## src/rtl/serial_add_ctrl.sv

```systemverilog
// Bit-serial add/sub over one full-adder cell; LSB first, result valid WIDTH edges after accept.
// Input is refused while busy; result, cout and ovf are held in DONE until out_ready.

module fa_cell (
   input  logic a,
   input  logic b,
   input  logic ci,
   output logic s,
   output logic co
);
   assign s  = a ^ b ^ ci;
   assign co = (a & b) | (ci & (a ^ b));
endmodule

module serial_add_ctrl #(
   parameter int WIDTH = 8
) (
   input  logic             clk,
   input  logic             rst_n,
   input  logic             in_valid,
   output logic             in_ready,
   input  logic [WIDTH-1:0] op_a,
   input  logic [WIDTH-1:0] op_b,
   input  logic             sub,
   output logic             out_valid,
   input  logic             out_ready,
   output logic [WIDTH-1:0] result,
   output logic             cout,
   output logic             ovf,
   output logic             busy
);
   localparam int CW = (WIDTH > 1) ? $clog2(WIDTH) : 1;
   localparam logic [CW-1:0] LAST = CW'(WIDTH - 1);

   typedef enum logic [1:0] {IDLE, RUN, DONE} state_t;

   state_t           state;
   logic [WIDTH-1:0] sa;
   logic [WIDTH-1:0] sb;
   logic             carry;
   logic [CW-1:0]    cnt;
   logic             fa_s;
   logic             fa_co;

   fa_cell u_fa (
      .a  (sa[0]),
      .b  (sb[0]),
      .ci (carry),
      .s  (fa_s),
      .co (fa_co)
   );

   always_ff @(posedge clk or negedge rst_n) begin
      if (!rst_n) begin
         state     <= IDLE;
         in_ready  <= 1'b1;
         out_valid <= 1'b0;
         busy      <= 1'b0;
         result    <= '0;
         cout      <= 1'b0;
         ovf       <= 1'b0;
         sa        <= '0;
         sb        <= '0;
         carry     <= 1'b0;
         cnt       <= '0;
      end else begin
         case (state)
            IDLE: begin
               if (in_valid) begin
                  // Subtraction is A + ~B + 1: the +1 rides in on the initial carry.
                  sa       <= op_a;
                  sb       <= sub ? ~op_b : op_b;
                  carry    <= sub;
                  cnt      <= '0;
                  in_ready <= 1'b0;
                  busy     <= 1'b1;
                  state    <= RUN;
               end
            end
            RUN: begin
               result <= {fa_s, result[WIDTH-1:1]};
               sa     <= sa >> 1;
               sb     <= sb >> 1;
               carry  <= fa_co;
               cnt    <= cnt + 1'b1;
               if (cnt == LAST) begin
                  // carry still holds the carry into the MSB on this step
                  cout      <= fa_co;
                  ovf       <= carry ^ fa_co;
                  out_valid <= 1'b1;
                  state     <= DONE;
               end
            end
            DONE: begin
               if (out_ready) begin
                  out_valid <= 1'b0;
                  in_ready  <= 1'b1;
                  busy      <= 1'b0;
                  state     <= IDLE;
               end
            end
            default: begin
               state     <= IDLE;
               in_ready  <= 1'b1;
               out_valid <= 1'b0;
               busy      <= 1'b0;
            end
         endcase
      end
   end
endmodule

```

## config.mk

```make
export PLATFORM = sky130hd
export DESIGN_NAME = serial_add_ctrl
export DESIGN_NICKNAME = d
export VERILOG_FILES = /design/src/rtl/serial_add_ctrl.sv
export SDC_FILE = /design/constraint.sdc
export NUM_CORES = 1
export LEC_CHECK = 0
export ABC_CLOCK_PERIOD_IN_PS = 3770
export CORE_UTILIZATION = 54
export CTS_CLUSTER_DIAMETER = 100
export CTS_CLUSTER_SIZE = 25
export DETAILED_ROUTE_END_ITERATION = 6
export GPL_TIMING_DRIVEN = 0
export PLACE_DENSITY_LB_ADDON = 0.2
export SYNTH_ARGS = -nofsm -noshare
export SYNTH_HDL_FRONTEND = slang
export SYNTH_HIERARCHICAL = 1
export SYNTH_SLANG_ARGS = --single-unit
```

## constraint.sdc

```tcl
create_clock -name clk -period 3.77 [get_ports clk]
set_input_delay 0.5655 -clock clk [delete_from_list [all_inputs] [get_ports clk]]
set_output_delay 0.5655 -clock clk [all_outputs]
set_load 0.1 [all_outputs]
```

---- Word-level counts from Yosys, hierarchy flattened ----
Cells that the tools add are included.
storage, ports and cells
  bits in registers ....................... 35
  latch bits .............................. 0
  bits in writable memories ............... 0
  ROM bits ................................ 0
  output and inout bits ................... 13
  word-level logic and storage cells ...... 55
  memories ................................ 0
cells by class
  add/subtract/negate cells ............... 1
  $mul .................................... 0
  divide/modulo/power cells ............... 0
  $lt $le $gt $ge ......................... 0
  equal/unequal tests ..................... 6
  shift-type cells ........................ 0
  mux-type cells .......................... 21
  bitwise logic cells ..................... 9
  reductions and logical operators ........ 7
operator list
  kind                 number
  $pmux 8 s2           2
  $mux 8               3
  $pmux 1 s3           3
  $reduce_and 3->1     3
  $not 8->8            1
  $mux 1               6
  $mux 2               3
  $ne 2x2->1 const B   3
  $pmux 2 s3           1
  $pmux 3 s2           1
  $reduce_and 2->1     2
  $add 3x1->3 const B  1
  $eq 3x3->1 const B   1
  $mux 3               1
  $xor 1x1->1          3
  $and 1x1->1          2
  $eq 2x1->1 const B   1
  $eq 2x2->1 const B   1
  $logic_not 2->1      1
  $not 1->1            2
  $pmux 1 s2           1
  $reduce_bool 2->1    1
  $or 1x1->1           1

---- Longest topological paths before layout ----
  word-level depth ........................ 4
  mapped depth ............................ 6

---- Cells and area by module ----
Netlist, hierarchy kept.
by module, submodules not included
  module           times used  cells each  area an instance (um^2)
  serial_add_ctrl  1           152         1680.4
  fa_cell          1           1           20.0

---- Least setup slack after synthesis ----
OpenSTA, ideal clock, no wires.
  path kind ............................... register to output
  from .................................... reg out_valid
  to ...................................... out out_valid
  data arrival time ....................... 0.912 ns
  required time ........................... 3.204 ns
  path slack .............................. 2.292 ns
  cell stages (with the launch flop) ...... 1
  buffers on the path ..................... 0
  path through ............................ dfrtp_1
RTL lines
  element                   RTL line  source
  start: declaration        25        output logic out_valid,
  start signal: assignment  57        out_valid <= 1'b0;
  start signal: assignment  90        out_valid <= 1'b1;
  start signal: assignment  96        out_valid <= 1'b0;
No word-level cell between the ends.

---- Worst setup path in the final report ----
  from .................................... reg in_ready
  to ...................................... out in_ready
RTL lines
  element                   RTL line  source
  start: declaration        21        output logic in_ready,
  start signal: assignment  56        in_ready <= 1'b1;
  start signal: assignment  75        in_ready <= 1'b0;
  start signal: assignment  97        in_ready <= 1'b1;
No word-level cell between the ends.

==> results.ini <==
[status]
outcome=completed

[sta]
fin_skew_ns=0.0104
post-route-period-util_pct=68.5
max_freq_ghz=0.387
min_period_ns=2.58
setup_viol=0
finalHoldViolCount=0
worst_slew_pin_slew_ns=0.988
rsz0062_at_grt=false
maxSlewViolCount=0
finalSetupTns_ns=0
max_slew_margin_pct=33.9
fin_ws_ns=1.19

[synth]
synth_area_leader_cell=dfrtp_1
synth_edf_count=0
postSynthAreaPerCell_um2=11.1
syn_inst=153
synth_commonest_cells=34 x dfrtp_1, 18 x a22oi_1, 12 x a21oi_1, 11 x mux2_2, 11 x nand2_1
ys_seq_elements=35
syn_area_um2=1700
yosysMostFrequentCell=dfrtp_1
synth_cell_type_count=31
yosysTopAreaCellShare_pct=50.0
syn_nets=177
yosys_most_used_dff=dfrtp_1
yosys_warnings=6
yosysSeqAreaShare_pct=51.6
synth_area_leaders=dfrtp_1 50%, a22oi_1 7.9%, mux2_2 7.3%
synthArstFlopShare_pct=100

[worst_setup_path]
crit_chain=clkdlybuf4s50_1
cp_max_fo=3
startpoint_type=register
path_delay_family=buffers and inverters
slowest_stage=clkdlybuf4s50_1
critical_path_class=reg -> out
crit_buf_inv=1
end_kind=primary output
max_stage_delay_ns=1.13
cp.required_ns=3.20
crit_arrival_ns=2.02

[routing]
wl_met2_um=1730
via_per_inst=5.62
route.antenna.remaining_nets=0
met3_length_um=92
wl_met1_um=1560
routed.top_layer=met4
route.detailed.drc=0
drt_pass1_iterations=4
routed_wl_um=3430
wl_per_cell_um=14.7
first_iter_violations=37
num_vias=1315

[grt]
overflow=0
antenna_found_initial=0
grt_first_pass_wirelength_um=5920
grt_pass1_vias=1364
track_usage_pct=23.1
grt_max_degree=36

[floorplan]
die_w_um=58.1
initial_utilization_pct=59.1
coreArea_um2=2880
rows=19
die_area_um2=3380
io_pins=34
die_y_um=58.1

[place]
dp_slack_ns=1.55
place_hpwl_um=2490
io_buffers=32
gp_congestion=0.797

[cells_and_area]
final_util_pct=73.9
area_growth_pct=24.9
nets=216
final_layout_size_suffix_gt1_share_pct=15.1
n_antenna_cell=0

[min_path]
worstHoldPathType=in -> async

[pwr]
leakagePower_uw=0.000942
p_sw_uw=983
p_comb_share_pct=56.9
intPower_uw=996
ir_worst_vdd_uv=443
clkPwrFrac_pct=10.5
seqPwrFrac_pct=32.6
sw_frac_of_total_pct=49.7
p_per_area_nw_per_um2=932

[clock_network]
cts_inserted_buffers=5
cts_sinks=35
clkTransAtPathRegs_ns=0.10
htreeDepth=2
holdBufCountCts=0
clock_latency_ns=0.33
tritoncts=yes
cts_setup_buffers=0
cts_resized=0
root_buffer=clkbuf_4
clockBufferDepth=2

[flow_run]
maxCapViolCount=0

==> per-layer routing <==
metal / up-vias / global-route usage (%)
li1: 620 / -
met1: 656 / 30.5
met2: 32 / 37.3
met3: 7 / 4.46
met4: 0 / 10.2
met5: - / 0
==> cell type report <==
class	count	area (µm²)
sequential	35	877
fill	226	752
multi-input combinational	105	747
timing repair buffer	32	315
buffer	11	68.8
tap	42	52.6
clock buffer	6	51.3
inverter	2	7.51
clock inverter	1	5.00
==> power by group through the flow <==
stage | clock network (µW) | registers [µW] | logic (µW)
CTS | 214 | 646 | 1130
global placement | 0 | 641 | 1100
detailed placement | 0 | 653 | 1130
floorplan | 0 | 1100 | 406
global route | 227 | 670 | 1190
finish | 208 | 645 | 1130
==> worst paths after layout <==
| kind | start | end | slack (ns) | cells after the start |
|---|---|---|---|---|
| hold / removal | rst_n | cnt[1]$_DFFE_PN0P_ | 0.29 | 1 |
| setup / recovery | in_ready$_DFFE_PN1P_ | in_ready | 1.19 | 1 |
| max in group asynchronous | rst_n | sa[7]$_DFFE_PN0P_ | 3.00 | 1 |
| hold reg to reg | cnt[1]$_DFFE_PN0P_ | cnt[1]$_DFFE_PN0P_ | 0.52 | 1 |
| min in group clk | cnt[1]$_DFFE_PN0P_ | cnt[1]$_DFFE_PN0P_ | 0.52 | 1 |
| setup reg to reg | sa[0]$_DFFE_PN0P_ | ovf$_DFFE_PN0P_ | 2.32 | 3 |
==> worst reg2reg max path, stage by stage (launching register included) <==
cell and delay [ns]:
dfrtp_1 0.42, fa_1 0.50, xor2_1 0.18, mux2_2 0.26
==> state kept, by name (all words and copies together) (netlist names) <==
| signal | cells |
|---|---|
| result | 8 |
| sa | 8 |
| sb | 8 |
| cnt | 3 |
| state | 2 |
| busy | 1 |
| carry | 1 |
| cout | 1 |
| in_ready | 1 |
| out_valid | 1 |
| ovf | 1 |
==> kinds of logic (layout without fill, tap and decap cells) <==
family	Yosys count	count (layout)	share of synthesized area (%)
AOI/OAI and AO/OA	48	48	18.1
xor gates and xnor gates	9	9	4.64
adders and majority gates	3	3	2.65
buffers and inverters	13	52	4.49
DFF	35	35	51.6
muxes	12	12	7.87
and+or+nand+nor	33	33	10.7
==> placed cells by master (no fill, tap or decap), types with 2 or more instances in the layout <==
cell type,n
nor2b_1,10
buf_6,3
nor2_1,5
o21ai_0,10
buf_2,5
ha_1,2
xor2_1,7
clkbuf_4,5
nor3b_1,2
mux2_2,11
xnor2_1,2
inv_1,2
clkdlybuf4s50_1,31
a22oi_1,18
a21oi_1,12
a22o_1,2
clkbuf_1,4
nand2_1,11
dfrtp_1,34
==> stage by stage <==
stage | std cells | hold slack (ns) | cell area (µm²) | total power [µW]
6_report | 234 | 0.287 | 2120 | 1980
3_3_place_gp | 227 | 0.486 | 2070 | 1740
2_1_floorplan | 153 | 0.270 | 1700 | 1510
3_5_place_dp | 227 | 0.491 | 2070 | 1780
4_1_cts | 234 | 0.308 | 2120 | 1990
5_1_grt | 234 | 0.331 | 2120 | 2090
Power figures use the tool's default switching activity.
